## src/rtl/fetch_unit.sv

```systemverilog
// Instruction-fetch stage: owns the fetch PC, buffers words from the combinational
// instruction memory in a small queue, and parks on the branch-to-self terminator.
//
// state   | meaning
// --------+-------------------------------------------------------------
// ST_RUN  | fetching one word per cycle whenever the queue has room
// ST_HALT | halt word enqueued; fetch stopped, queue keeps draining
module fetch_unit #(
    parameter logic [31:0] RESET_PC  = 32'h0000_0000,
    parameter int          QDEPTH    = 2,
    parameter logic [31:0] HALT_WORD = 32'hEAFF_FFFE
) (
    input  logic        clk,
    input  logic        reset_n,
    output logic [31:0] imem_a,
    input  logic [31:0] imem_rd,
    input  logic        branch_valid,
    input  logic [31:0] branch_target,
    output logic        instr_valid,
    output logic [31:0] instr,
    output logic [31:0] instr_pc,
    output logic [31:0] instr_pc8,
    input  logic        instr_ready,
    output logic        halted
);

    localparam int PW = (QDEPTH > 1) ? $clog2(QDEPTH) : 1;
    localparam int CW = PW + 1;
    localparam logic [CW-1:0] FULL_CNT  = CW'(QDEPTH);
    localparam logic [PW-1:0] PTR_ONE   = PW'(1);
    localparam logic [31:0]   RESET_FPC = RESET_PC & 32'hFFFF_FFFC;

    typedef enum logic {
        ST_RUN  = 1'b0,
        ST_HALT = 1'b1
    } state_t;

    state_t state, state_nxt;

    logic [31:0]   fpc;
    logic [31:0]   q_instr [QDEPTH];
    logic [31:0]   q_pc    [QDEPTH];
    logic [PW-1:0] rd_ptr, wr_ptr;
    logic [CW-1:0] count;
    logic          pop, push, push_halt;

    assign instr_valid = (count != '0);
    assign pop         = instr_valid & instr_ready;
    assign push        = (state == ST_RUN) & ~branch_valid & ((count < FULL_CNT) | pop);
    assign push_halt   = push & (imem_rd == HALT_WORD);

    // fpc is kept word-aligned, so it drives the memory address directly
    assign imem_a = fpc;
    assign halted = (state == ST_HALT);

    // Gating by the registered count makes an empty queue read as zero
    assign instr     = instr_valid ? q_instr[rd_ptr] : '0;
    assign instr_pc  = instr_valid ? q_pc[rd_ptr] : '0;
    assign instr_pc8 = instr_valid ? (q_pc[rd_ptr] + 32'd8) : '0;

    always_ff @(posedge clk) begin
        if (!reset_n) state <= ST_RUN;
        else          state <= state_nxt;
    end

    always_comb begin
        state_nxt = state;
        if (branch_valid)   state_nxt = ST_RUN;
        else if (push_halt) state_nxt = ST_HALT;
    end

    always_ff @(posedge clk) begin
        if (!reset_n) begin
            fpc    <= RESET_FPC;
            rd_ptr <= '0;
            wr_ptr <= '0;
            count  <= '0;
        end else if (branch_valid) begin
            fpc    <= branch_target & 32'hFFFF_FFFC;
            rd_ptr <= '0;
            wr_ptr <= '0;
            count  <= '0;
        end else begin
            if (push) begin
                wr_ptr <= wr_ptr + PTR_ONE;
                if (!push_halt) fpc <= fpc + 32'd4;
            end
            if (pop) rd_ptr <= rd_ptr + PTR_ONE;
            case ({push, pop})
                2'b10:   count <= count + 1'b1;
                2'b01:   count <= count - 1'b1;
                default: count <= count;
            endcase
        end
    end

    // Storage needs no reset: entries are only visible once counted
    always_ff @(posedge clk) begin
        if (reset_n && push) begin
            q_instr[wr_ptr] <= imem_rd;
            q_pc[wr_ptr]    <= fpc;
        end
    end

endmodule

```

## config.mk

```make
export PLATFORM = sky130hd
export DESIGN_NAME = fetch_unit
export DESIGN_NICKNAME = d
export VERILOG_FILES = /design/src/rtl/fetch_unit.sv
export SDC_FILE = /design/constraint.sdc
export NUM_CORES = 1
export LEC_CHECK = 0
export ABC_AREA = 1
export BUFFER_PORTS_ARGS = -buffer_cell sky130_fd_sc_hd__clkbuf_2
export CAP_MARGIN = 20
export CORE_MARGIN = 2
export CORE_UTILIZATION = 37
export CTS_CLUSTER_SIZE = 30
export DETAILED_ROUTE_END_ITERATION = 10
export GPL_ROUTABILITY_DRIVEN = 0
export SLEW_MARGIN = 5
export SYNTH_ARGS = -nofsm -noshare
export SYNTH_HDL_FRONTEND = slang
export SYNTH_SLANG_ARGS = --single-unit
```

## constraint.sdc

```tcl
create_clock -name clk -period 10.5 [get_ports clk]
set_clock_uncertainty 0.2 [all_clocks]
set_input_delay 2.1 -clock clk [delete_from_list [all_inputs] [get_ports clk]]
set_output_delay 2.1 -clock clk [all_outputs]
set_load 0.005 [all_outputs]
```

==> metrics <==
Leakage 4.34 nW; worst skew pair latency 0.42 ns; first-pass GRT wire length 36,400 um; Post-synth EDFFs 124; Post-Syn Instances 1,110; Syn Std Cell Area 0.00853 mm2; total gr overflow 0; Compound-Gate Fraction of Synth Area 9.08%; router iterations before antenna repair 6; CP arrival 3.15 ns; post-synthesis simple-gate area fraction 30.7%; Max Slew Vio Count 0; Setup TNS 0 ns; Multi-input gate area 0.00355 mm2; num ports 198; synth warn 0; Synth Flop Type edfxtp_1; dpl hpwl 16,800 um; mux cell area share after synthesis 0.117%; vias 7,707; Post-Route WL 23,800 um; TritonCTS Sinks 160; crit path max fanout 70; crit start category flip-flop; Synth Area in XOR/XNOR 0.822%; fraction of the cycle the final worst path needs 51.9%; Tot GR Track Use 19.4%; Crit Reg-Reg Endpoint count[1]$_SDFFE_PP0P_; worst-margin pin slew 0.813 ns; most instantiated cells after synthesis 385 x nand2_1, 191 x nor2_1, 124 x edfxtp_1; largest net degree at the start of global routing 77; cell depth of the worst flop-to-flop path 7; Worst R2R Start count[0]$_SDFFE_PP0P_; NumNets Final 1,353; Num CTS Buffers 17; Worst slew margin 45.8%; Hold-fix buffers, CTS 0; sequential fraction of the synthesis area 52.1%; syn avg cell area 7.68 um2; Worst setup EP type output pin; largest family of logic cells by synthesized area simple AND/OR/NAND/NOR gates; register area 0.00445 mm2; outcome finished clean; FF+latch count, synth 160; Netlist cell types 36; Port Buffers 189; RSZ-0062 raised after global routing false; DRC Markers 0; placed cell area 0.00967 mm2; Max Freq 0.183 GHz; diode count 0; peak supply drop 0.0998 mV; Max-Cap Viols 0; crit path to instr_pc8[19]; most frequent cell after synthesis nand2_1; DRT iter0 DRCs 566; Period minus WS final 5.45 ns; CTS Buffer Depth 2; share of cells above drive strength 1 18.8%; number of global-route vias before repair 6,832; Design Area, Final 0.0102 mm2; Post-Synth Adder-Cell Area 0.440%; setup violators final 0; Core Rows 55; DRT antenna net count 0; post-CTS setup buffer count 0; initial antenna violation count 0; root buffer cell clkbuf_16; Async S/R FF share, synth 0%; core box area 0.0226 mm2; post-synth top area share 43.7%; die area 0.0243 mm2; CTS resizes 0; filler instances 2,268; Layout area overhead 20.1%; Die X 156 um; via/cell ratio 4.88; Die Ht 156 um; min-delay src wr_ptr$_SDFFE_PP0P_; WS Path Type reg -> out; routed len/inst 15.0 um; Fin. Hold Viols 0; CTS tree done; clk slew on worst S/H paths 0.06 ns; Initial Util 37.7%; reg2reg setup slack 7.79 ns; Hold Path Class reg -> reg; critical path data required time 8.20 ns; Synth area leader edfxtp_1; top post-synthesis cells by area edfxtp_1 44%, nand2_1 17%, dfxtp_1 8.5%; number of H-tree levels 4; PwrDens 146 mW/mm2
-- worst min path at each step --
stage | end | slack, ns | cells after the start
finish | wr_ptr$_SDFFE_PP0P_ | 0.28 | 2
global route | wr_ptr$_SDFFE_PP0P_ | 0.30 | 2
CTS | wr_ptr$_SDFFE_PP0P_ | 0.27 | 2
detailed placement | wr_ptr$_SDFFE_PP0P_ | 0.26 | 2
global placement | wr_ptr$_SDFFE_PP0P_ | 0.25 | 2
floorplan | wr_ptr$_SDFFE_PP0P_ | 0.24 | 2
-- layout by cell type (no fill, tap or decap), types with 2 or more instances in the layout --
| master | netlist | final |
|---|---|---|
| edfxtp_1 | 124 | 124 |
| o21ai_1 | 16 | 16 |
| inv_1 | 82 | 82 |
| dfxtp_1 | 36 | 35 |
| o22ai_1 | 2 | 2 |
| nand4_1 | 8 | 8 |
| a31oi_1 | 3 | 3 |
| o21ai_0 | 42 | 42 |
| nor2_1 | 191 | 189 |
| nand2_1 | 385 | 385 |
| clkbuf_1 | 20 | 2 |
| nor3b_1 | 2 | 2 |
| nand3_1 | 40 | 40 |
| buf_4 | 10 | 5 |
| nor3_1 | 4 | 3 |
| o21bai_1 | 3 | 3 |
| xor2_1 | 5 | 5 |
| and2_1 | 2 | 2 |
| nand3b_1 | 11 | 11 |
| xnor2_1 | 3 | 3 |
| inv_6 | 0 | 3 |
| o211ai_1 | 5 | 5 |
| clkinv_1 | 0 | 3 |
| a21oi_1 | 75 | 75 |
| clkbuf_2 | 0 | 189 |
| or2_2 | 3 | 3 |
| clkinv_4 | 0 | 3 |
| nor2_4 | 0 | 2 |
| ha_1 | 3 | 3 |
| conb_1 | 1 | 6 |
| nor2_2 | 5 | 5 |
| inv_2 | 7 | 7 |
| bufinv_16 | 0 | 2 |
| clkbuf_16 | 0 | 17 |
-- layout make-up --
type	count	area share, %
Clock buffer	19	4.23
Clock inverter	13	1.33
Sequential cell	160	43.4
Tap cell	285	3.48
Timing Repair Buffer	194	9.61
Multi-Input combinational cell	820	34.7
Inverter	89	3.26
-- state kept, by name, indices dropped and copies added, names as in the netlist, named ones only --
name and flops:
rd_ptr 1, halted 1, imem_a 30, wr_ptr 1, q_instr 64, q_pc 60
count 2
-- cells by family after synthesis --
kind of cell | Yosys count
buffers and inverters | 135
adders and majority gates | 3
xor gates and xnor gates | 8
other | 1
and+or+nand+nor | 654
AOI/OAI and AO/OA | 148
DFF | 160
muxes | 1
-- critical path, cell delays in order, from the launching register on --
cell and delay, ns:
dfxtp_2 0.32, inv_2 0.13, buf_4 0.64, nand2_1 0.15
nand2_1 0.19, ha_1 0.21, nand2_1 0.09, nor2_2 0.18
inv_1 0.09, nor2_2 0.15, nand2_1 0.13, nor2_2 0.15
nand2_1 0.07, nand3_1 0.08, inv_1 0.05, clkbuf_2 0.10
-- metrics by stage --
step | utilization (%) | power [mW] | instances | setup slack [ns] | hold WS (ns)
6_report | 45.2 | 1.50 | 1580 | 5.05 | 0.283
5_1_grt | 45.2 | 1.56 | 1580 | 4.78 | 0.299
4_1_cts | 45.2 | 1.51 | 1580 | 5.00 | 0.272
3_5_place_dp | 42.7 | 0.911 | 1548 | 5.06 | 0.262
3_3_place_gp | 42.7 | 0.908 | 1548 | 5.04 | 0.251
2_1_floorplan | - | 0.837 | 1115 | 2.87 | 0.240
-- metal layers --
metal / global-route usage [%] / part of all wire, % / up-vias
met2: 30.7 / 46 / 269
met4: 5.24 / 1.3 / 0
met5: 0 / 0 / -
met3: 3.19 / 6.5 / 21
li1: - / - / 3935
met1: 27.6 / 47 / 3482
-- power by group --
group / leakage (nW) / switching [mW] / internal (mW) / total, mW
Clock: 0.275 / 0.250 / 0.351 / 0.601
Combinational: 2.62 / 0.104 / 0.0577 / 0.161
Sequential: 1.44 / 0.0258 / 0.710 / 0.736
Power figures use the tool's default switching activity.
